===== config.mk =====
export PLATFORM = sky130hd
export DESIGN_NAME = uart_cmd_hub
export DESIGN_NICKNAME = d
export VERILOG_FILES = /design/src/rtl/uart_cmd_pkg.sv /design/src/rtl/rr_arbiter.sv /design/src/rtl/uart_cmd_hub.sv
export SDC_FILE = /design/constraint.sdc
export NUM_CORES = 1
export LEC_CHECK = 0
export ABC_CLOCK_PERIOD_IN_PS = 3950
export CAP_MARGIN = 30
export CORE_MARGIN = 2
export CORE_UTILIZATION = 49
export CTS_BUF_LIST = sky130_fd_sc_hd__clkbuf_8
export DETAILED_ROUTE_END_ITERATION = 7
export PLACE_DENSITY = 0.73
export SLEW_MARGIN = 15
export SYNTH_ARGS = -nofsm -noshare
export SYNTH_HDL_FRONTEND = slang
export SYNTH_SLANG_ARGS = --single-unit
export TNS_END_PERCENT = 5

===== constraint.sdc =====
create_clock -name clk -period 3.95 [get_ports clk]
set_clock_uncertainty 0.05 [all_clocks]
set_input_delay 1.185 -clock clk [delete_from_list [all_inputs] [get_ports clk]]
set_output_delay 1.185 -clock clk [all_outputs]
set_load 0.01 [all_outputs]

===== src/rtl/uart_cmd_pkg.sv =====
// uart_cmd_pkg: shared definitions for the UART command hub.
//   - command byte constants understood by the command FSM
//   - command FSM state type
package uart_cmd_pkg;

  localparam logic [7:0] CMD_TOGGLE_BASE = 8'h31;  // '1' toggles led[0]
  localparam logic [7:0] CMD_TOGGLE_LAST = 8'h38;  // '8' toggles led[7]
  localparam logic [7:0] CMD_CLEAR       = 8'h63;  // 'c'
  localparam logic [7:0] CMD_SET         = 8'h73;  // 's'
  localparam logic [7:0] CMD_STATUS      = 8'h3F;  // '?'

  typedef enum logic [1:0] {
    IDLE    = 2'd0,
    EXEC    = 2'd1,
    WAIT_TX = 2'd2
  } hub_state_t;

endpackage


===== src/rtl/rr_arbiter.sv =====
// rr_arbiter: combinational round-robin arbiter.
// Searches req starting at last_grant+1 (wrapping) and returns the first set
// index.
//   req        in  N   request vector
//   last_grant in  IW  most recently granted index
//   grant      out IW  selected index (0 when any_req is low)
//   any_req    out 1   at least one request present
module rr_arbiter #(
  parameter  int N  = 2,
  localparam int IW = (N > 1) ? $clog2(N) : 1
) (
  input  logic [N-1:0]  req,
  input  logic [IW-1:0] last_grant,
  output logic [IW-1:0] grant,
  output logic          any_req
);

  logic [IW-1:0] idx;

  always_comb begin
    grant   = '0;
    any_req = 1'b0;
    idx     = '0;
    for (int k = 1; k <= N; k++) begin
      idx = IW'((int'(last_grant) + k) % N);
      if (!any_req && req[idx]) begin
        any_req = 1'b1;
        grant   = idx;
      end
    end
  end

endmodule


===== src/rtl/uart_cmd_hub.sv =====
// uart_cmd_hub: multi-channel UART command hub.
// Buffers one received byte per channel, services channels round-robin,
// applies LED commands and returns one reply byte to the originating channel.
// Optional feature macro: UART_CMD_STATUS_REPLY_EN -- '?' replies with a
// status byte {overrun[chan], 7'b0} | led instead of the echo.
// Ports:
//   clk        in  1          system clock
//   rst        in  1          asynchronous active-high reset
//   rx_valid   in  UARTS      per-channel received-byte strobe
//   rx_data    in  8*UARTS    channel i at [8i+7:8i]
//   tx_busy    in  UARTS      channel transmitter occupied
//   tx_send    out UARTS      one-cycle send strobe
//   tx_data    out 8*UARTS    reply byte, held until next send on that channel
//   led        out NUM_LEDS   LED state
//   heartbeat  out 1          heartbeat counter MSB
//   overrun    out UARTS      sticky byte-dropped flags
//
// state   | meaning
// IDLE    | waiting for a pending byte; grants next channel round-robin
// EXEC    | decodes granted byte, updates led, forms reply
// WAIT_TX | waits for tx_busy[chan] low, then issues tx_send
module uart_cmd_hub
  import uart_cmd_pkg::*;
#(
  parameter int UARTS    = 2,
  parameter int NUM_LEDS = 4,
  parameter int HB_WIDTH = 24
) (
  input  logic                 clk,
  input  logic                 rst,
  input  logic [UARTS-1:0]     rx_valid,
  input  logic [8*UARTS-1:0]   rx_data,
  input  logic [UARTS-1:0]     tx_busy,
  output logic [UARTS-1:0]     tx_send,
  output logic [8*UARTS-1:0]   tx_data,
  output logic [NUM_LEDS-1:0]  led,
  output logic                 heartbeat,
  output logic [UARTS-1:0]     overrun
);

  localparam int IW = (UARTS > 1) ? $clog2(UARTS) : 1;

  hub_state_t          state, state_n;
  logic [UARTS-1:0]    pend;
  logic [7:0]          hold_q [UARTS];
  logic [7:0]          tx_q   [UARTS];
  logic [IW-1:0]       last_grant, chan, arb_grant;
  logic                arb_any;
  logic [UARTS-1:0]    grant_vec;
  logic [7:0]          cur_byte, reply, reply_n;
  logic [NUM_LEDS-1:0] led_n;
  logic [HB_WIDTH-1:0] hb_cnt;
  logic                grant_en, exec_en, send_en;

  rr_arbiter #(.N(UARTS)) u_arb (
    .req        (pend),
    .last_grant (last_grant),
    .grant      (arb_grant),
    .any_req    (arb_any)
  );

  always_ff @(posedge clk or posedge rst) begin
    if (rst) hb_cnt <= '0;
    else     hb_cnt <= hb_cnt + 1'b1;
  end
  assign heartbeat = hb_cnt[HB_WIDTH-1];

  always_comb begin
    grant_vec = '0;
    if (grant_en) grant_vec[arb_grant] = 1'b1;
  end

  // A grant emptying the hold slot in the same cycle frees it for a new byte.
  always_ff @(posedge clk or posedge rst) begin
    if (rst) begin
      pend    <= '0;
      overrun <= '0;
      for (int i = 0; i < UARTS; i++) hold_q[i] <= '0;
    end else begin
      for (int i = 0; i < UARTS; i++) begin
        if (rx_valid[i] && (!pend[i] || grant_vec[i])) begin
          hold_q[i] <= rx_data[8*i +: 8];
          pend[i]   <= 1'b1;
        end else begin
          if (rx_valid[i])  overrun[i] <= 1'b1;
          if (grant_vec[i]) pend[i]    <= 1'b0;
        end
      end
    end
  end

  always_ff @(posedge clk or posedge rst) begin
    if (rst) state <= IDLE;
    else     state <= state_n;
  end

  always_comb begin
    state_n  = state;
    grant_en = 1'b0;
    exec_en  = 1'b0;
    send_en  = 1'b0;
    case (state)
      IDLE: begin
        if (arb_any) begin
          grant_en = 1'b1;
          state_n  = EXEC;
        end
      end
      EXEC: begin
        exec_en = 1'b1;
        state_n = WAIT_TX;
      end
      WAIT_TX: begin
        if (!tx_busy[chan]) begin
          send_en = 1'b1;
          state_n = IDLE;
        end
      end
      default: state_n = IDLE;
    endcase
  end

`ifdef UART_CMD_STATUS_REPLY_EN
  logic [7:0] led_ext, status_byte;
  always_comb begin
    led_ext                 = '0;
    led_ext[NUM_LEDS-1:0]   = led;
    status_byte             = led_ext | {overrun[chan], 7'b0};
  end
`endif

  always_comb begin
    led_n   = led;
    reply_n = cur_byte;
    if (cur_byte >= CMD_TOGGLE_BASE && cur_byte <= CMD_TOGGLE_LAST) begin
      // Digits beyond NUM_LEDS match no j and fall through with no effect.
      for (int j = 0; j < NUM_LEDS; j++) begin
        if (int'(cur_byte - CMD_TOGGLE_BASE) == j) led_n[j] = ~led[j];
      end
    end else if (cur_byte == CMD_CLEAR) begin
      led_n = '0;
    end else if (cur_byte == CMD_SET) begin
      led_n = '1;
    end
`ifdef UART_CMD_STATUS_REPLY_EN
    else if (cur_byte == CMD_STATUS) begin
      reply_n = status_byte;
    end
`endif
  end

  always_ff @(posedge clk or posedge rst) begin
    if (rst) begin
      chan       <= '0;
      cur_byte   <= '0;
      reply      <= '0;
      last_grant <= IW'(UARTS - 1);
      led        <= '0;
      tx_send    <= '0;
      for (int i = 0; i < UARTS; i++) tx_q[i] <= '0;
    end else begin
      tx_send <= '0;
      if (grant_en) begin
        chan       <= arb_grant;
        cur_byte   <= hold_q[arb_grant];
        last_grant <= arb_grant;
      end
      if (exec_en) begin
        led   <= led_n;
        reply <= reply_n;
      end
      if (send_en) begin
        tx_send[chan] <= 1'b1;
        tx_q[chan]    <= reply;
      end
    end
  end

  always_comb begin
    for (int i = 0; i < UARTS; i++) tx_data[8*i +: 8] = tx_q[i];
  end

endmodule


==> impl_metrics.env, run 1 <==
export IMPL_status="finished clean"
export IMPL_synth_fa_ha_area_share_pct=0.341
export IMPL_top_layer="met4"
export IMPL_die_y_microns=90.5
export IMPL_synthSimpleGateAreaFrac_pct=15.2
export IMPL_synthXorXnorAreaFrac_pct=5.26
export IMPL_io_pins=47
export IMPL_timing_max_cap_violations=0
export IMPL_grt_pass1_vias=2307
export IMPL_cts_num_sinks=86
export IMPL_cp_slowest_cell="clkdlybuf4s50_1"
export IMPL_met2_length_mm=2.93
export IMPL_crit_path_end_kind="output port"
export IMPL_cts_max_level=3
export IMPL_cpPeakStageDelay_ns=0.56
export IMPL_synth_compound_area_share_pct=6.93
export IMPL_start_util_pct=50.5
export IMPL_irDropWorstVdd_mv=0.332
export IMPL_synth_cells=304
export IMPL_leakage_nw=2.02
export IMPL_placedCellCount=440
export IMPL_yosysSeqAreaShare_pct=58.7
export IMPL_fmax_mhz=392
export IMPL_cp_required_ns=2.71
export IMPL_met1_length_mm=3.22
export IMPL_final_common_cell="dfrtp_1"
export IMPL_hpwl_mm=4.51
export IMPL_yosysWarnings=0
export IMPL_rows=31
export IMPL_syn_area_sq_um=3670
export IMPL_dp_slack_ns=1.13
export IMPL_num_vias=2416
export IMPL_grt_max_degree=48
export IMPL_cp_cell_sequence="clkdlybuf4s50_1"
export IMPL_timing_slew_headroom_pct=52.6
export IMPL_post_cts_resized=0
export IMPL_postRouteAntennaNets=0
export IMPL_cts_buffer_depth=2
export IMPL_wl_mm=6.51
export IMPL_cp_data_arrival_time_ns=1.32
export IMPL_tns_ns=0
export IMPL_fin_total_pwr_mw=2.84
export IMPL_most_common_layout_cells="dfrtp_1 (85), clkdlybuf4s50_1 (46), nand2_1 (35)"
export IMPL_cp_depth=1
export IMPL_first_pass_iters=5
export IMPL_nets=375
export IMPL_yosysUniqueCellTypes=46
export IMPL_antenna_found_initial=0
export IMPL_synthMuxAreaShare_pct=10.1
export IMPL_cp_top_family="buffers and inverters"
export IMPL_drt_initial_drc_count=202
export IMPL_p_sw_mw=0.955
export IMPL_n_antenna_cell=0
export IMPL_dieArea_sq_um=8190
export IMPL_avgSynthCellArea_sq_um=12.1
export IMPL_cts_setup_buffers=0
export IMPL_period_share_pct=64.6
export IMPL_synth_top_family_by_area="simple AND/OR/NAND/NOR gates"
export IMPL_cts_root_buffer="clkbuf_8"
export IMPL_rsz0062_at_grt="no"
export IMPL_dominantRegCellSynth="dfrtp_1"
export IMPL_clockPowerShare_pct=18.5
export IMPL_track_usage_pct=16.8
export IMPL_grt_pass1_wl_mm=11.1
export IMPL_sw_frac_of_total_pct=33.6
export IMPL_min_path_cells=1
export IMPL_powerDensity_nw_per_um2=647
export IMPL_hold_class="reg -> reg"
export IMPL_met3_length_microns=308
export IMPL_numCtsBuffers=9
export IMPL_drive_above_1_share_pct=18.8
export IMPL_synth_edf_count=0
export IMPL_synth_seq_cells=86
export IMPL_core_area_sq_um=7250
export IMPL_wire_per_inst_microns=14.3
export IMPL_combPwrFrac_pct=32.4
export IMPL_power_internal_mw=1.89
export IMPL_cts_hold_buf=0
export IMPL_area_growth_syn_to_layout_pct=19.8
export IMPL_postSynth_asyncResetShare_pct=100
export IMPL_path_class="reg -> out"
export IMPL_cts_tree="yes"
export IMPL_insertion_delay_ns=0.35
export IMPL_nFillCells=605
export IMPL_die_w_microns=90.5
export IMPL_grt_ovfl_total=0
export IMPL_finalWorstPathRequiredPeriod_ns=2.55
export IMPL_finalHoldViolations=0
export IMPL_drv_slew=0
export IMPL_synth_fp_nets=327
export IMPL_setup_viol=0
export IMPL_worst_slew_pin_slew_ns=0.709
export IMPL_critPathMaxFanout=4
export IMPL_setup_ws_ns=1.40
export IMPL_p_seq_share_pct=49.1
export IMPL_drcViolationCount=0
export IMPL_clk_pin_slew_worst_paths_ns=0.08
export IMPL_instances_no_fill=456
export IMPL_worstSetupStartpointType="flop"
export IMPL_via_per_inst=5.30
export IMPL_crit_buf_inv=1
export IMPL_portBuffers=46
export IMPL_gp_congestion=0.791
export IMPL_rr_worst_depth=4
-- path summary, 6_finish.rpt --
check	start	end	slack (ns)
min reg2reg	overrun[0]$_DFFE_PP0P_	overrun[0]$_DFFE_PP0P_	0.42
min in group asynchronous	rst	hb_cnt[16]$_DFF_PP0_	1.18
max in group asynchronous	rst	hb_cnt[0]$_DFF_PP0_	1.98
min	overrun[0]$_DFFE_PP0P_	overrun[0]$_DFFE_PP0P_	0.42
max	led[2]$_DFFE_PP0P_	led[2]	1.40
max reg2reg	state[1]$_DFFE_PP0P_	led[1]$_DFFE_PP0P_	1.93
-- power by group through the flow --
stage                     clock network, mW  registers [mW]  logic (mW)
final                                 0.527            1.40       0.921
after global routing                  0.581            1.43        1.02
after CTS                             0.540            1.39       0.932
after detailed placement                  0            1.41       0.931
after global placement                    0            1.39       0.899
after floorplan                           0            1.35       0.650
-- synth_stat cells, types with 2 or more instances --
cell,number,area [sq um]
a21oi_1,2,10.0
a21o_1,2,15.0
nand2_1,35,131
nor2_1,9,33.8
nand4_1,3,18.8
and2_1,2,12.5
nor4b_1,2,17.5
a31oi_1,2,12.5
mux2_2,32,360
dfrtp_1,85,2130
xnor2_1,7,61.3
nand2b_1,5,31.3
a22oi_1,2,15.0
buf_2,4,20.0
nor4_2,4,50.1
o21ai_0,7,35.0
clkbuf_1,7,26.3
a222oi_1,8,80.1
xor2_1,15,131
a31o_2,2,17.5
nor3_1,7,35.0
and3_1,6,37.5
nand3_1,12,60.1
nor4_1,4,25.0
nand3_2,2,20.0
inv_1,18,67.6
-- flip-flops by register name (all words and copies together), names as in the netlist --
signal	flops
reply	8
pend	2
overrun	2
tx_send	2
tx_data	16
state	2
hold_q	16
last_grant	1
cur_byte	8
hb_cnt	24
chan	1
led	4
-- layout make-up --
| type | instances | area (sq um) | share of cell area, % |
|---|---|---|---|
| flip-flops and latches | 86 | 2150 | 49.0 |
| multi-input cells | 188 | 1390 | 31.6 |
| repair buffers | 49 | 493 | 11.2 |
| clock buffers | 9 | 124 | 2.82 |
| well taps | 99 | 124 | 2.82 |
| inverters | 18 | 68.8 | 1.57 |
| clock inverters | 7 | 42.5 | 0.968 |
-- per-layer routing --
| metal | vias up | global-route usage (%) |
|---|---|---|
| met5 | - | 0 |
| met4 | 0 | 8.59 |
| met3 | 4 | 2.84 |
| met2 | 63 | 24.4 |
| met1 | 1176 | 24.3 |
| li1 | 1173 | - |
-- cells by family after synthesis --
kind of cell | count (synthesis)
fa+ha+maj | 1
buf+inv | 30
simple gates | 100
mux | 33
compound gates | 32
xor+xnor | 22
flops | 86
-- metrics by stage --
step                      instance area [sq um]  hold WS, ns  util (%)
after floorplan                            3670        0.384         -
after global placement                     4220        0.400      58.2
after detailed placement                   4230        0.403      58.3
after CTS                                  4390        0.421      60.6
after global routing                       4390        0.433      60.6
final                                      4390        0.417      60.6
No activity file was read; power rests on OpenSTA's default activity.
==> inputs of run 2 (changes only) <==
Settings changed: ABC_CLOCK_PERIOD_IN_PS 3950 to 2500.
Clock period 3.95 ns to 2.5 ns, I/O delays scaled along.
==> impl_metrics.env, run 2 (synthesized netlist as in run 1, its figures left out) <==
export IMPL_drv_slew=0
export IMPL_die_w_microns=90.5
export IMPL_worst_slew_pin_slew_ns=0.472
export IMPL_hpwl_mm=4.43
export IMPL_nets=377
export IMPL_via_per_inst=5.33
export IMPL_timing_slew_headroom_pct=68.5
export IMPL_cp_top_family="buffers and inverters"
export IMPL_status="finished clean"
export IMPL_drive_above_1_share_pct=18.9
export IMPL_cts_setup_buffers=0
export IMPL_first_pass_iters=4
export IMPL_cts_hold_buf=0
export IMPL_grt_pass1_vias=2415
export IMPL_grt_max_degree=87
export IMPL_cp_cell_sequence="clkdlybuf4s50_1"
export IMPL_num_vias=2439
export IMPL_startpoint="led[2]$_DFFE_PP0P_"
export IMPL_final_common_cell="dfrtp_1"
export IMPL_leakage_nw=2.03
export IMPL_cts_buffer_depth=2
export IMPL_finalWorstPathRequiredPeriod_ns=2.11
export IMPL_cpPeakStageDelay_ns=0.56
export IMPL_largest_register_ffs=24
export IMPL_crit_path_end_kind="output port"
export IMPL_hold_start="overrun[0]$_DFFE_PP0P_"
export IMPL_crit_buf_inv=1
export IMPL_rr_startpoint="last_grant$_DFFE_PP1P_"
export IMPL_numCtsBuffers=9
export IMPL_cts_tree="yes"
export IMPL_drcViolationCount=0
export IMPL_most_common_layout_cells="dfrtp_1 (85), clkdlybuf4s50_1 (46), nand2_1 (35)"
export IMPL_core_area_sq_um=7250
export IMPL_cts_root_buffer="clkbuf_8"
export IMPL_start_util_pct=50.5
export IMPL_fin_total_pwr_mw=4.54
export IMPL_timing_max_cap_violations=0
export IMPL_grt_pass1_wl_mm=11.7
export IMPL_cts_max_level=3
export IMPL_cp_slowest_cell="clkdlybuf4s50_1"
export IMPL_die_y_microns=90.5
export IMPL_cp_data_arrival_time_ns=1.31
export IMPL_critPathMaxFanout=4
export IMPL_area_growth_syn_to_layout_pct=20.6
export IMPL_min_path_cells=1
export IMPL_reg2reg_slack_ns=0.62
export IMPL_powerDensity_nw_per_um2=1030
export IMPL_insertion_delay_ns=0.35
export IMPL_r2r_end="hold_q[3]$_DFFE_PP0P_"
export IMPL_rows=31
export IMPL_dieArea_sq_um=8190
export IMPL_wire_per_inst_microns=14.1
export IMPL_portBuffers=46
export IMPL_postRouteAntennaNets=0
export IMPL_post_cts_resized=0
export IMPL_rr_worst_depth=4
export IMPL_final_core_util_pct=61.0
export IMPL_period_share_pct=84.6
export IMPL_gp_congestion=0.803
export IMPL_irDropWorstVdd_mv=0.549
export IMPL_hold_end="overrun[0]$_DFFE_PP0P_"
export IMPL_antenna_found_initial=0
export IMPL_track_usage_pct=17.7
export IMPL_rsz0062_at_grt="no"
export IMPL_clk_pin_slew_worst_paths_ns=0.08
export IMPL_cts_num_sinks=86
export IMPL_whs_ns=0.417
export IMPL_fmax_mhz=473
export IMPL_n_antenna_cell=0
export IMPL_worstSetupStartpointType="flop"
export IMPL_wl_mm=6.44
export IMPL_setup_viol=0
export IMPL_grt_ovfl_total=0
export IMPL_tns_ns=0
export IMPL_hold_class="reg -> reg"
export IMPL_cp_required_ns=1.70
export IMPL_path_class="reg -> out"
export IMPL_regMostFlops="hb_cnt"
export IMPL_io_pins=47
export IMPL_drt_initial_drc_count=201
export IMPL_finalHoldViolations=0
==> run 2: layout make-up <==
cell class | instances | area (sq um)
Timing Repair Buffer | 51 | 508
Clock inverter | 5 | 27.5
Multi-Input combinational cell | 188 | 1390
Sequential cell | 86 | 2150
Fill cell | 601 | 2830
Clock buffer | 11 | 151
Tap cell | 99 | 124
Inverter | 18 | 71.3
==> run 2: routing by layer <==
| layer | vias to the layer above | share of wire [%] | track usage (%) |
|---|---|---|---|
| met3 | 10 | 4.0 | 3.34 |
| met2 | 63 | 45 | 25.9 |
| met5 | - | 0 | 0 |
| met1 | 1192 | 49 | 25.8 |
| li1 | 1174 | - | - |
| met4 | 0 | 1.9 | 7.82 |
==> run 2: stage by stage <==
step	setup WS [ns]	cell area, sq um	cells
after CTS	0.360	4420	458
after floorplan	0.707	3670	304
final	0.385	4420	458
after detailed placement	0.395	4240	442
after global routing	0.331	4420	458
after global placement	0.390	4240	441
==> run 2: power by group <==
| group | switching [mW] | internal, mW |
|---|---|---|
| Clock | 0.456 | 0.406 |
| Combinational | 0.662 | 0.814 |
| Sequential | 0.368 | 1.83 |
==> run 2: how the worst max path moves through the flow <==
stage	endpoint	slack, ns	depth (start not counted)
finish	led[2]	0.39	1
global route	led[2]	0.33	1
CTS	led[2]	0.36	1
detailed placement	tx_data[9]$_DFFE_PP0P_	0.40	4
global placement	tx_data[15]$_DFFE_PP0P_	0.39	4
floorplan	chan$_DFFE_PP0P_	0.71	1
==> inputs of run 3 (changes only) <==
Settings changed: ABC_CLOCK_PERIOD_IN_PS 2500 to 2150.
Clock period 2.5 ns to 2.15 ns, I/O delays scaled along.
==> impl_metrics.env, run 3 (synthesized netlist as in run 1, its figures left out) <==
export IMPL_status="finished clean"
export IMPL_cts_max_level=3
export IMPL_drv_slew=0
export IMPL_rr_worst_depth=4
export IMPL_largest_register_ffs=24
export IMPL_cts_buffer_depth=2
export IMPL_area_growth_syn_to_layout_pct=22.3
export IMPL_gp_congestion=0.818
export IMPL_irDropWorstVdd_mv=0.585
export IMPL_antenna_found_initial=0
export IMPL_most_common_layout_cells="dfrtp_1 (85), clkdlybuf4s50_1 (46), nand2_1 (35)"
export IMPL_io_pins=47
export IMPL_final_common_cell="dfrtp_1"
export IMPL_cp_required_ns=1.45
export IMPL_wire_per_inst_microns=14.6
export IMPL_crit_buf_inv=1
export IMPL_grt_pass1_vias=2525
export IMPL_clk_pin_slew_worst_paths_ns=0.08
export IMPL_cp_depth=1
export IMPL_dieArea_sq_um=8190
export IMPL_grt_pass1_wl_mm=12.0
export IMPL_timing_slew_headroom_pct=70.3
export IMPL_rsz0062_at_grt="no"
export IMPL_reg2reg_slack_ns=0.27
export IMPL_cts_setup_buffers=0
export IMPL_setup_ws_ns=0.150
export IMPL_grt_max_degree=37
export IMPL_nets=380
export IMPL_setup_viol=0
export IMPL_drcViolationCount=0
export IMPL_postRouteAntennaNets=0
export IMPL_rows=31
export IMPL_numCtsBuffers=9
export IMPL_post_cts_resized=0
export IMPL_die_w_microns=90.5
export IMPL_hpwl_mm=4.84
export IMPL_powerDensity_nw_per_um2=1210
export IMPL_nFillCells=595
export IMPL_grt_ovfl_total=0
export IMPL_leakage_nw=2.07
export IMPL_finalWorstPathRequiredPeriod_ns=2.00
export IMPL_insertion_delay_ns=0.35
export IMPL_final_core_util_pct=61.8
export IMPL_fmax_mhz=500
export IMPL_regMostFlops="hb_cnt"
export IMPL_worst_slew_pin_slew_ns=0.445
export IMPL_num_vias=2437
export IMPL_first_pass_iters=4
export IMPL_timing_max_cap_violations=0
export IMPL_cp_data_arrival_time_ns=1.30
export IMPL_cts_hold_buf=0
export IMPL_finalHoldViolations=0
export IMPL_portBuffers=46
export IMPL_worstSetupStartpointType="flop"
export IMPL_hold_class="reg -> reg"
export IMPL_cts_num_sinks=86
export IMPL_start_util_pct=50.5
export IMPL_die_y_microns=90.5
export IMPL_core_area_sq_um=7250
export IMPL_drt_initial_drc_count=195
export IMPL_cp_top_family="buffers and inverters"
export IMPL_drive_above_1_share_pct=19.6
export IMPL_track_usage_pct=18.3
export IMPL_cp_cell_sequence="clkdlybuf4s50_1"
export IMPL_cpPeakStageDelay_ns=0.56
export IMPL_via_per_inst=5.29
export IMPL_min_path_cells=1
export IMPL_wl_mm=6.75
export IMPL_period_share_pct=93.0
export IMPL_cts_tree="yes"
export IMPL_cts_root_buffer="clkbuf_8"
export IMPL_tns_ns=0
export IMPL_critPathMaxFanout=4
export IMPL_crit_path_end_kind="output port"
export IMPL_cp_slowest_cell="clkdlybuf4s50_1"
export IMPL_dp_slack_ns=0.145
export IMPL_path_class="reg -> out"
export IMPL_n_antenna_cell=0
[run 3: cell types whose count changed in the layout (fill, tap and decap cells not counted)]
cell | previous run | this run
buf_4 | 3 | 6
buf_12 | 1 | 2
buf_2 | 1 | 0
bufinv_16 | 0 | 1
clkinvlp_4 | 3 | 2
[run 3: worst paths after layout]
kind	start	end
min in group asynchronous	rst	reply[7]$_DFFE_PP0P_
hold / removal	hb_cnt[16]$_DFF_PP0_	hb_cnt[16]$_DFF_PP0_
hold reg to reg	hb_cnt[16]$_DFF_PP0_	hb_cnt[16]$_DFF_PP0_
setup / recovery	led[2]$_DFFE_PP0P_	led[2]
setup reg to reg	last_grant$_DFFE_PP1P_	hold_q[2]$_DFFE_PP0P_
max in group asynchronous	rst	hb_cnt[14]$_DFF_PP0_
[run 3: power breakdown]
part | switching [mW] | internal (mW) | total, mW
logic | 0.770 | 0.972 | 1.74
clock network | 0.538 | 0.590 | 1.13
registers | 0.435 | 2.13 | 2.56
[run 3: metal layers]
metal  wire (microns)  GRT usage, %
met5                0             0
met4               86          7.31
met2             3290          28.7
met1             3140          24.9
met3              239          4.17
[run 3: per-stage QoR]
stage	instance area (sq um)	std cells	power (mW)	hold slack [ns]
final	4480	461	5.44	0.411
after global routing	4480	461	5.84	0.425
after CTS	4480	461	5.48	0.414
after detailed placement	4280	445	4.35	0.402
after global placement	4280	445	4.27	0.400
after floorplan	3670	304	3.67	0.384
[run 3: area by class of cell]
class                      count  area [sq um]  share of cell area, %
clock buffer                  11           151                   3.38
clock inverter                 5          50.0                   1.12
inverter                      18          71.3                   1.59
multi-input combinational    188          1390                   31.0
sequential                    86          2150                   48.0
tap                           99           124                   2.76
timing repair buffer          54           546                   12.2
